**src/rtl/alu_seq_pkg.sv**
```systemverilog
// Shared definitions for the ALU operation sequencer: opcodes, FSM
// state encoding, default sizing and the wait-counter width helper.
package alu_seq_pkg;

   typedef enum logic [1:0] {
      OP_ADD = 2'b00,
      OP_SUB = 2'b01,
      OP_MUL = 2'b10,
      OP_DIV = 2'b11
   } op_e;

   typedef enum logic [1:0] {
      IDLE  = 2'b00,
      START = 2'b01,
      WAIT  = 2'b10,
      RESP  = 2'b11
   } state_e;

   localparam int DEF_W          = 8;
   localparam int DEF_MUL_CYCLES = 4;
   localparam int DEF_DIV_CYCLES = 8;

   // Width needed to hold the larger of the two unit latencies.
   function automatic int ctr_width(input int mul_cycles, input int div_cycles);
      int mx;
      mx = (mul_cycles > div_cycles) ? mul_cycles : div_cycles;
      return $clog2(mx + 1);
   endfunction

   localparam int DEF_CTR_W = ctr_width(DEF_MUL_CYCLES, DEF_DIV_CYCLES);

endpackage

```
**src/rtl/alu_seq_wait_ctr.sv**
```systemverilog
// Loadable down-counter that times the multi-cycle units. done_at_one
// flags the last waiting cycle so the result can be captured on that edge.
module alu_seq_wait_ctr #(
   parameter int CW = 4
) (
   input  logic          clk,
   input  logic          rst,
   input  logic          load,
   input  logic [CW-1:0] load_val,
   input  logic          dec,
   output logic [CW-1:0] value,
   output logic          done_at_one
);

   // Load takes priority over decrement; decrement never wraps below zero.
   always_ff @(posedge clk or posedge rst) begin
      if (rst) begin
         value <= '0;
      end else if (load) begin
         value <= load_val;
      end else if (dec && (value != '0)) begin
         value <= value - CW'(1);
      end
   end

   assign done_at_one = (value == CW'(1));

endmodule

```
**src/rtl/alu_op_sequencer.sv**
```systemverilog
// Front-end sequencer for the add/sub/mul/div cluster. Accepts one request,
// drives the operand bus, times the selected unit and holds the response.
// Optional build macro: DIV_ZERO_CHECK_EN short-circuits divide-by-zero.
module alu_op_sequencer
   import alu_seq_pkg::*;
#(
   parameter int W          = DEF_W,
   parameter int MUL_CYCLES = DEF_MUL_CYCLES,
   parameter int DIV_CYCLES = DEF_DIV_CYCLES
) (
   input  logic           clk,
   input  logic           rst,
   input  logic           req_valid,
   output logic           req_ready,
   input  logic [1:0]     req_op,
   input  logic [W-1:0]   req_a,
   input  logic [W-1:0]   req_b,
   input  logic           req_cin,
   output logic           rsp_valid,
   input  logic           rsp_ready,
   output logic [2*W-1:0] rsp_result,
   output logic           rsp_flag,
   output logic [W-1:0]   op_a,
   output logic [W-1:0]   op_b,
   output logic           op_cin,
   output logic           mul_start,
   output logic           div_start,
   input  logic [W-1:0]   add_sum,
   input  logic           add_cout,
   input  logic [W-1:0]   sub_diff,
   input  logic           sub_bout,
   input  logic [2*W-1:0] mul_prod,
   input  logic [W-1:0]   div_quot,
   input  logic [W-1:0]   div_rem,
   output logic           busy
);

   localparam int CW = ctr_width(MUL_CYCLES, DIV_CYCLES);

   state_e          state_reg;
   state_e          state_next;
   op_e             op_reg;
   logic            accept;
   logic            capture;
   logic            consume;
   logic            ctr_load;
   logic [CW-1:0]   ctr_load_val;
   logic            ctr_dec;
   logic [CW-1:0]   ctr_value;
   logic            ctr_done;
   logic            dz_bypass;
   logic            req_dz;
   logic [2*W-1:0]  cap_result;
   logic            cap_flag;

   assign req_ready = (state_reg == IDLE);
   assign busy      = (state_reg != IDLE);

`ifdef DIV_ZERO_CHECK_EN
   logic divz_reg;

   // Remember at accept time whether the divisor was zero.
   always_ff @(posedge clk or posedge rst) begin
      if (rst) begin
         divz_reg <= 1'b0;
      end else if (accept) begin
         divz_reg <= (req_b == '0);
      end
   end

   assign req_dz    = (op_e'(req_op) == OP_DIV) && (req_b == '0);
   assign dz_bypass = (op_reg == OP_DIV) && divz_reg;
`else
   assign req_dz    = 1'b0;
   assign dz_bypass = 1'b0;
`endif

   alu_seq_wait_ctr #(
      .CW (CW)
   ) u_wait_ctr (
      .clk         (clk),
      .rst         (rst),
      .load        (ctr_load),
      .load_val    (ctr_load_val),
      .dec         (ctr_dec),
      .value       (ctr_value),
      .done_at_one (ctr_done)
   );

   // FSM state register.
   always_ff @(posedge clk or posedge rst) begin
      if (rst) begin
         state_reg <= IDLE;
      end else begin
         state_reg <= state_next;
      end
   end

   // Next-state logic and per-state control strobes.
   always_comb begin
      state_next   = state_reg;
      accept       = 1'b0;
      capture      = 1'b0;
      consume      = 1'b0;
      ctr_load     = 1'b0;
      ctr_load_val = '0;
      ctr_dec      = 1'b0;
      case (state_reg)
         IDLE: begin
            if (req_valid) begin
               accept     = 1'b1;
               state_next = START;
            end
         end
         START: begin
            if ((op_reg == OP_ADD) || (op_reg == OP_SUB) || dz_bypass) begin
               capture    = 1'b1;
               state_next = RESP;
            end else begin
               ctr_load     = 1'b1;
               ctr_load_val = (op_reg == OP_MUL) ? CW'(MUL_CYCLES) : CW'(DIV_CYCLES);
               state_next   = WAIT;
            end
         end
         WAIT: begin
            ctr_dec = (ctr_value != '0);
            if (ctr_done) begin
               capture    = 1'b1;
               state_next = RESP;
            end
         end
         RESP: begin
            if (rsp_ready) begin
               consume    = 1'b1;
               state_next = IDLE;
            end
         end
         default: state_next = IDLE;
      endcase
   end

   // Result mux: selects the word and flag of the unit that was started.
   always_comb begin
      cap_result = '0;
      cap_flag   = 1'b0;
      case (op_reg)
         OP_ADD: begin
            cap_result = {{W{1'b0}}, add_sum};
            cap_flag   = add_cout;
         end
         OP_SUB: begin
            cap_result = {{W{1'b0}}, sub_diff};
            cap_flag   = sub_bout;
         end
         OP_MUL: begin
            cap_result = mul_prod;
            cap_flag   = 1'b0;
         end
         default: begin
            if (dz_bypass) begin
               cap_result = {op_a, {W{1'b1}}};
               cap_flag   = 1'b1;
            end else begin
               cap_result = {div_rem, div_quot};
               cap_flag   = 1'b0;
            end
         end
      endcase
   end

   // Operand bus and opcode register, loaded only when a request is accepted.
   always_ff @(posedge clk or posedge rst) begin
      if (rst) begin
         op_a   <= '0;
         op_b   <= '0;
         op_cin <= 1'b0;
         op_reg <= OP_ADD;
      end else if (accept) begin
         op_a   <= req_a;
         op_b   <= req_b;
         op_cin <= req_cin;
         op_reg <= op_e'(req_op);
      end
   end

   // Start pulses are high only during the START cycle.
   always_ff @(posedge clk or posedge rst) begin
      if (rst) begin
         mul_start <= 1'b0;
         div_start <= 1'b0;
      end else begin
         mul_start <= accept && (op_e'(req_op) == OP_MUL);
         div_start <= accept && (op_e'(req_op) == OP_DIV) && !req_dz;
      end
   end

   // Response channel: result captured once, held until the consumer takes it.
   always_ff @(posedge clk or posedge rst) begin
      if (rst) begin
         rsp_valid  <= 1'b0;
         rsp_result <= '0;
         rsp_flag   <= 1'b0;
      end else if (capture) begin
         rsp_valid  <= 1'b1;
         rsp_result <= cap_result;
         rsp_flag   <= cap_flag;
      end else if (consume) begin
         rsp_valid  <= 1'b0;
      end
   end

endmodule

```
**config.mk**
```make
export PLATFORM = sky130hd
export DESIGN_NAME = alu_op_sequencer
export DESIGN_NICKNAME = d
export VERILOG_FILES = /design/src/rtl/alu_seq_pkg.sv /design/src/rtl/alu_seq_wait_ctr.sv /design/src/rtl/alu_op_sequencer.sv
export SDC_FILE = /design/constraint.sdc
export NUM_CORES = 1
export LEC_CHECK = 0
export BUFFER_PORTS_ARGS = -buffer_cell sky130_fd_sc_hd__buf_2
export CELL_PAD_IN_SITES_DETAIL_PLACEMENT = 0
export CELL_PAD_IN_SITES_GLOBAL_PLACEMENT = 1
export CORE_MARGIN = 10
export CORE_UTILIZATION = 38
export CTS_CLUSTER_DIAMETER = 80
export CTS_CLUSTER_SIZE = 28
export DETAILED_ROUTE_END_ITERATION = 8
export PLACE_DENSITY = 0.87
export RECOVER_POWER = 25
export SLEW_MARGIN = 15
export SYNTH_ARGS = -nofsm -noshare
export SYNTH_HDL_FRONTEND = slang
export SYNTH_SLANG_ARGS = --single-unit
```
**constraint.sdc**
```tcl
create_clock -name clk -period 4.85 [get_ports clk]
set_input_delay 0.7275 -clock clk [delete_from_list [all_inputs] [get_ports clk]]
set_output_delay 0.7275 -clock clk [all_outputs]
set_load 0.03 [all_outputs]
```
# Word-level counts from Yosys, hierarchy flattened
# Index checks and enable logic that the tools add are counted.
[word_totals] reg_bits=45 latch_bits=0 ram_bits=0 rom_bits=0 in_bits=73 out_inout_bits=39 wordCells=58 n_memories=0
[op_classes] addsub=1 n_mul=0 div_mod_pow=0 order_cmp=0 eq_ne=11 n_shift=0 mux=24 bitwise_logic=0 n_reduce_logical=11
[op_table] op="16-bit one-hot mux with 3 select lines" n=1
[op_table] op="4-bit two-way mux" n=5
[op_table] op="1-bit two-way mux" n=12
[op_table] op="2-bit equality test (second input constant)" n=5
[op_table] op="2-bit one-hot mux with 4 select lines" n=1
[op_table] op="2-bit two-way mux" n=3
[op_table] op="2-bit != test (second input constant)" n=3
[op_table] op="2-bit nonzero test" n=3
[op_table] op="2-bit by 1-bit equality test with 1-bit output (second input constant)" n=2
[op_table] op="4-bit by 1-bit equality test with 1-bit output (second input constant)" n=1
[op_table] op="2-bit zero test" n=2
[op_table] op="1-bit one-hot mux with 2 select lines" n=2
[op_table] op="4-bit nonzero test" n=1
[op_table] op="4-bit by 1-bit subtractor with 4-bit output (second input constant)" n=1
[op_table] op="1-bit logical AND" n=3
[op_table] op="3-bit AND reduction" n=1
[op_table] op="1-bit logical OR" n=1

# Longest topological paths before layout
[depth] depth_word=5 ltp_mapped=7 ltp_nobuf=5

# By module
# From an unflattened synthesis, not the netlist that was laid out.
[unflattened] hier_cells=176 area_unflattened_um2=2348.5
[modules_own_cells] module="alu_op_sequencer" n_inst=1 cells_each=146 area_each_um2=2062.0 seq_area_each_um2=1026.0
[modules_own_cells] module="alu_seq_wait_ctr" n_inst=1 cells_each=30 area_each_um2=286.5 seq_area_each_um2=100.1

# Least setup slack after synthesis
# No wires, ideal clock.
[synth_path] path_type="register -> output" start="reg state_reg[0]" end="out busy" arrival_ps=1131 required_ps=4123 setup_slack_ps=2991 stages_incl_launch_ff=4 path_buffers=0 path_cell_list="dfrtp_1 -> inv_1 -> ha_1 -> inv_1"
[synth_via] elab_chain_cells=1
[synth_rtl] item="start: declaration" line="alu_op_sequencer.sv:40" text="state_e state_reg;"
[synth_rtl] item="start signal: assignment" line="alu_op_sequencer.sv:95" text="state_reg <= state_next;"
[synth_rtl] item="2-bit nonzero test" line="alu_op_sequencer.sv:57" text="assign busy = (state_reg != IDLE);"
[synth_rtl] item="end: declaration" line="alu_op_sequencer.sv:35" text="output logic busy"
# Every way passes these cells.

# Final worst setup path
[layout_path] start="reg state_reg[0]" end="reg rsp_result[7]"
[layout_via] elab_chain_cells=2 elab_cells_between_ends=3 cone_classes="eq/ne: 2; mux: 1"
[layout_rtl] item="2-bit equality test / 2-bit by 1-bit equality test with 1-bit output (equally long branches)" line="alu_op_sequencer.sv:108" text="case (state_reg)"
[layout_rtl] item="1-bit one-hot mux with 2 select lines (*)" line="alu_op_sequencer.sv:108"
[layout_rtl] item="end signal: assignment" line="alu_op_sequencer.sv:205" text="rsp_result <= cap_result;"
[layout_rtl] item="end: declaration" line="alu_op_sequencer.sv:21" text="output logic [2*W-1:0] rsp_result,"
# Mark *: on every way between the ends. The rest lies on a longest branch, timed or not.
# A chain may end at the register's enable or synchronous reset.

==> flow_metrics.py <==
metrics = {
    "outcome": {
        "status": "finished with violations",
        "violations": "capacitance limit, slew limit",
    },
    "synth": {
        "synth.most_common_cell": "dfrtp_1",
        "synthTopCellsByCount": "45 x dfrtp_1, 26 x mux2_2, 11 x nor2b_1, 10 x mux2i_1",
        "synth_nets": 247,
        "synth_cells": 167,
        "synth_ff_type": "dfrtp_1",
        "yosysWarnings": 0,
        "synth_top_cell_area_share": 0.485,
        "synth_area_um2": 2320,
        "yosysSeqAreaShare": 0.485,
        "avgSynthCellArea_um2": 13.9,
        "synth_largest_area_cell": "dfrtp_1",
        "synth_area_leaders": "dfrtp_1 48%, mux2_2 13%, mux4_2 7.8%",
        "ys_types": 32,
        "synth-seq-cells": 45,
        "async_flop_share": 1.00,
        "synth_edf_count": 0,
    },
    "die": {
        "core_area_um2": 5920,
        "io_pins": 112,
        "die-area_um2": 9640,
        "start_util": 0.392,
        "core.rowCount": 28,
        "die_w_um": 98.2,
        "die_y_um": 98.2,
    },
    "power_and_ir_drop": {
        "combPwrFrac": 0.543,
        "netSwitchingFraction": 0.431,
        "vdd_ir_drop_max_uv": 340,
        "p_int_mw": 1.14,
        "switchingPower_mw": 0.865,
        "power.density_nw_per_um2": 669,
        "seqPwrFrac": 0.346,
        "p_leak_nw": 1.53,
        "p_clk_frac": 0.111,
    },
    "timing": {
        "skew_ns": 0.00694,
        "fin_crit_sh": 0.448,
        "max-slew-margin-rel": -0.119,
        "tns_ns": 0,
        "hold_viol_final": 0,
        "max_freq_mhz": 460,
        "period_needed_ns": 2.17,
        "tightestPinTransition_ns": 1.68,
        "rsz0062_at_grt": "no",
        "slew_violations": 46,
        "setup_viol": 0,
    },
    "grt": {
        "antenna_found_initial": 0,
        "grt_pass1_vias": 1953,
        "grt_pass1_wl_um": 9560,
        "grt_usage": 0.119,
        "grt-ovfl-total": 0,
        "grt_max_degree": 46,
    },
    "critical_path": {
        "worst-path-max-fanout": 18,
        "end_kind": "register",
        "timing.rr.start": "state_reg[0]",
        "reg2regPathDepth": 5,
        "r2r_end": "rsp_result[7]",
        "crit_type": "reg2reg",
        "r2r_slack_ns": 2.68,
        "arrival_ns": 2.36,
        "start_kind": "register",
        "crit_required_ns": 5.03,
    },
    "cts": {
        "cts_setup_buffers": 0,
        "ctsHoldBuffers": 0,
        "cts_tree": "built",
        "root_buffer": "clkbuf_8",
        "cts_buffer_depth": 2,
        "h-tree-depth": 2,
        "cts_resized": 0,
        "cts-buffers-inserted": 5,
        "clkTransAtPathRegs_ns": 0.08,
        "cts_sinks": 45,
        "clkLatencyLatePin_ns": 0.29,
    },
    "worst_hold_path": {
        "hold_path.class": "reg2reg",
        "hold_start": "rsp_valid",
        "min_path_cells": 2,
        "worstHoldEndpoint": "rsp_valid",
    },
    "final_layout": {
        "nFillCells": 552,
        "final_nets": 357,
        "seq_area_um2": 1130,
        "reg.largest.list": "rsp_result (16), op_a (8), op_b (8)",
        "drive_gt1_frac": 0.601,
        "area_growth_pct": 29.0,
        "regMostFlops": "rsp_result",
        "fin_util": 0.506,
        "num_antenna_cells": 0,
        "multi_input_area_um2": 1110,
        "largest_reg_flops": 16,
    },
    "drt": {
        "wl_um": 5840,
        "vias_per_cell": 4.80,
        "drc": 0,
        "drt-initial-drc-count": 33,
        "ant_nets": 0,
        "drtPass1Iterations": 4,
        "via_count": 1695,
        "wl_per_cell_um": 16.6,
    },
    "flow_run": {
        "maxCapViolCount": 1,
    },
    "placement": {
        "portBuffers": 111,
        "dp_hpwl_um": 4710,
        "routabilityCongestion": 0.707,
    },
}
[metrics by stage]
step / cells / worst slack [ns] / total power [mW] / hold WS (ns) / instance area, um^2
floorplan: 167 / 2.99 / 1.54 / 0.556 / 2320
global placement: 345 / 2.71 / 1.78 / 0.464 / 2910
detailed placement: 345 / 2.66 / 1.81 / 0.488 / 2910
CTS: 353 / 2.66 / 2.04 / 0.506 / 3000
global route: 353 / 2.53 / 2.15 / 0.514 / 3000
finish: 353 / 2.68 / 2.01 / 0.487 / 3000
[layout make-up]
| type | instances | area share |
|---|---|---|
| sequential | 45 | 0.376 |
| tap | 75 | 0.0313 |
| clock inverter | 1 | 0.00250 |
| timing repair buffer | 111 | 0.185 |
| multi-input combinational | 107 | 0.371 |
| clock buffer | 7 | 0.0255 |
| inverter | 7 | 0.00876 |
[worst max-delay path by stage]
stage,cells past startpoint,end,start,slack [ns]
after global routing,5,rsp_result[6],state_reg[0],2.53
final,5,rsp_result[7],state_reg[0],2.68
after detailed placement,5,rsp_result[7],state_reg[0],2.66
after floorplan,3,busy,state_reg[0],2.99
after CTS,5,rsp_result[7],state_reg[0],2.66
after global placement,5,rsp_result[9],state_reg[0],2.71
[worst max-delay path, cell delays in order (launching register included)]
cell and delay, ns:
dfrtp_1 0.39, inv_1 0.10, ha_1 0.35, and4bb_4 0.26
o21ai_4 0.55, mux2_2 0.41
[cell usage in the layout (no fill, tap or decap), types with 2 or more instances in the layout]
master,n
mux2i_1,10
a21oi_1,4
clkbuf_1,2
nand2_1,9
nor2_1,6
nand3_1,2
mux2_4,9
mux4_2,8
ha_1,7
inv_1,7
clkbuf_8,5
nor2b_1,11
buf_2,111
mux2_2,26
dfrtp_1,45
[power by group through the flow]
stage	combinational [mW]	clock [mW]	sequential, mW
final	1.09	0.222	0.694
after global routing	1.18	0.247	0.727
after CTS	1.11	0.234	0.699
after detailed placement	1.11	0	0.704
after global placement	1.08	0	0.694
after floorplan	0.632	0	0.910
[layer usage]
metal / track usage / vias up / part of all wire
li1: - / 811 / -
met1: 0.125 / 804 / 0.39
met2: 0.200 / 74 / 0.49
met3: 0.0648 / 6 / 0.11
met4: 0.0342 / 0 / 0.013
met5: 0 / - / 0
[cells by family (layout without fill, tap and decap cells)]
kind of cell	Yosys count	in the layout	synth area share
mux	53	53	0.305
flops	45	45	0.485
simple gates	35	35	0.0872
buf+inv	15	126	0.0366
compound gates	12	12	0.0490
fa+ha+maj	7	7	0.0377
(Power assumes the default switching activity.)
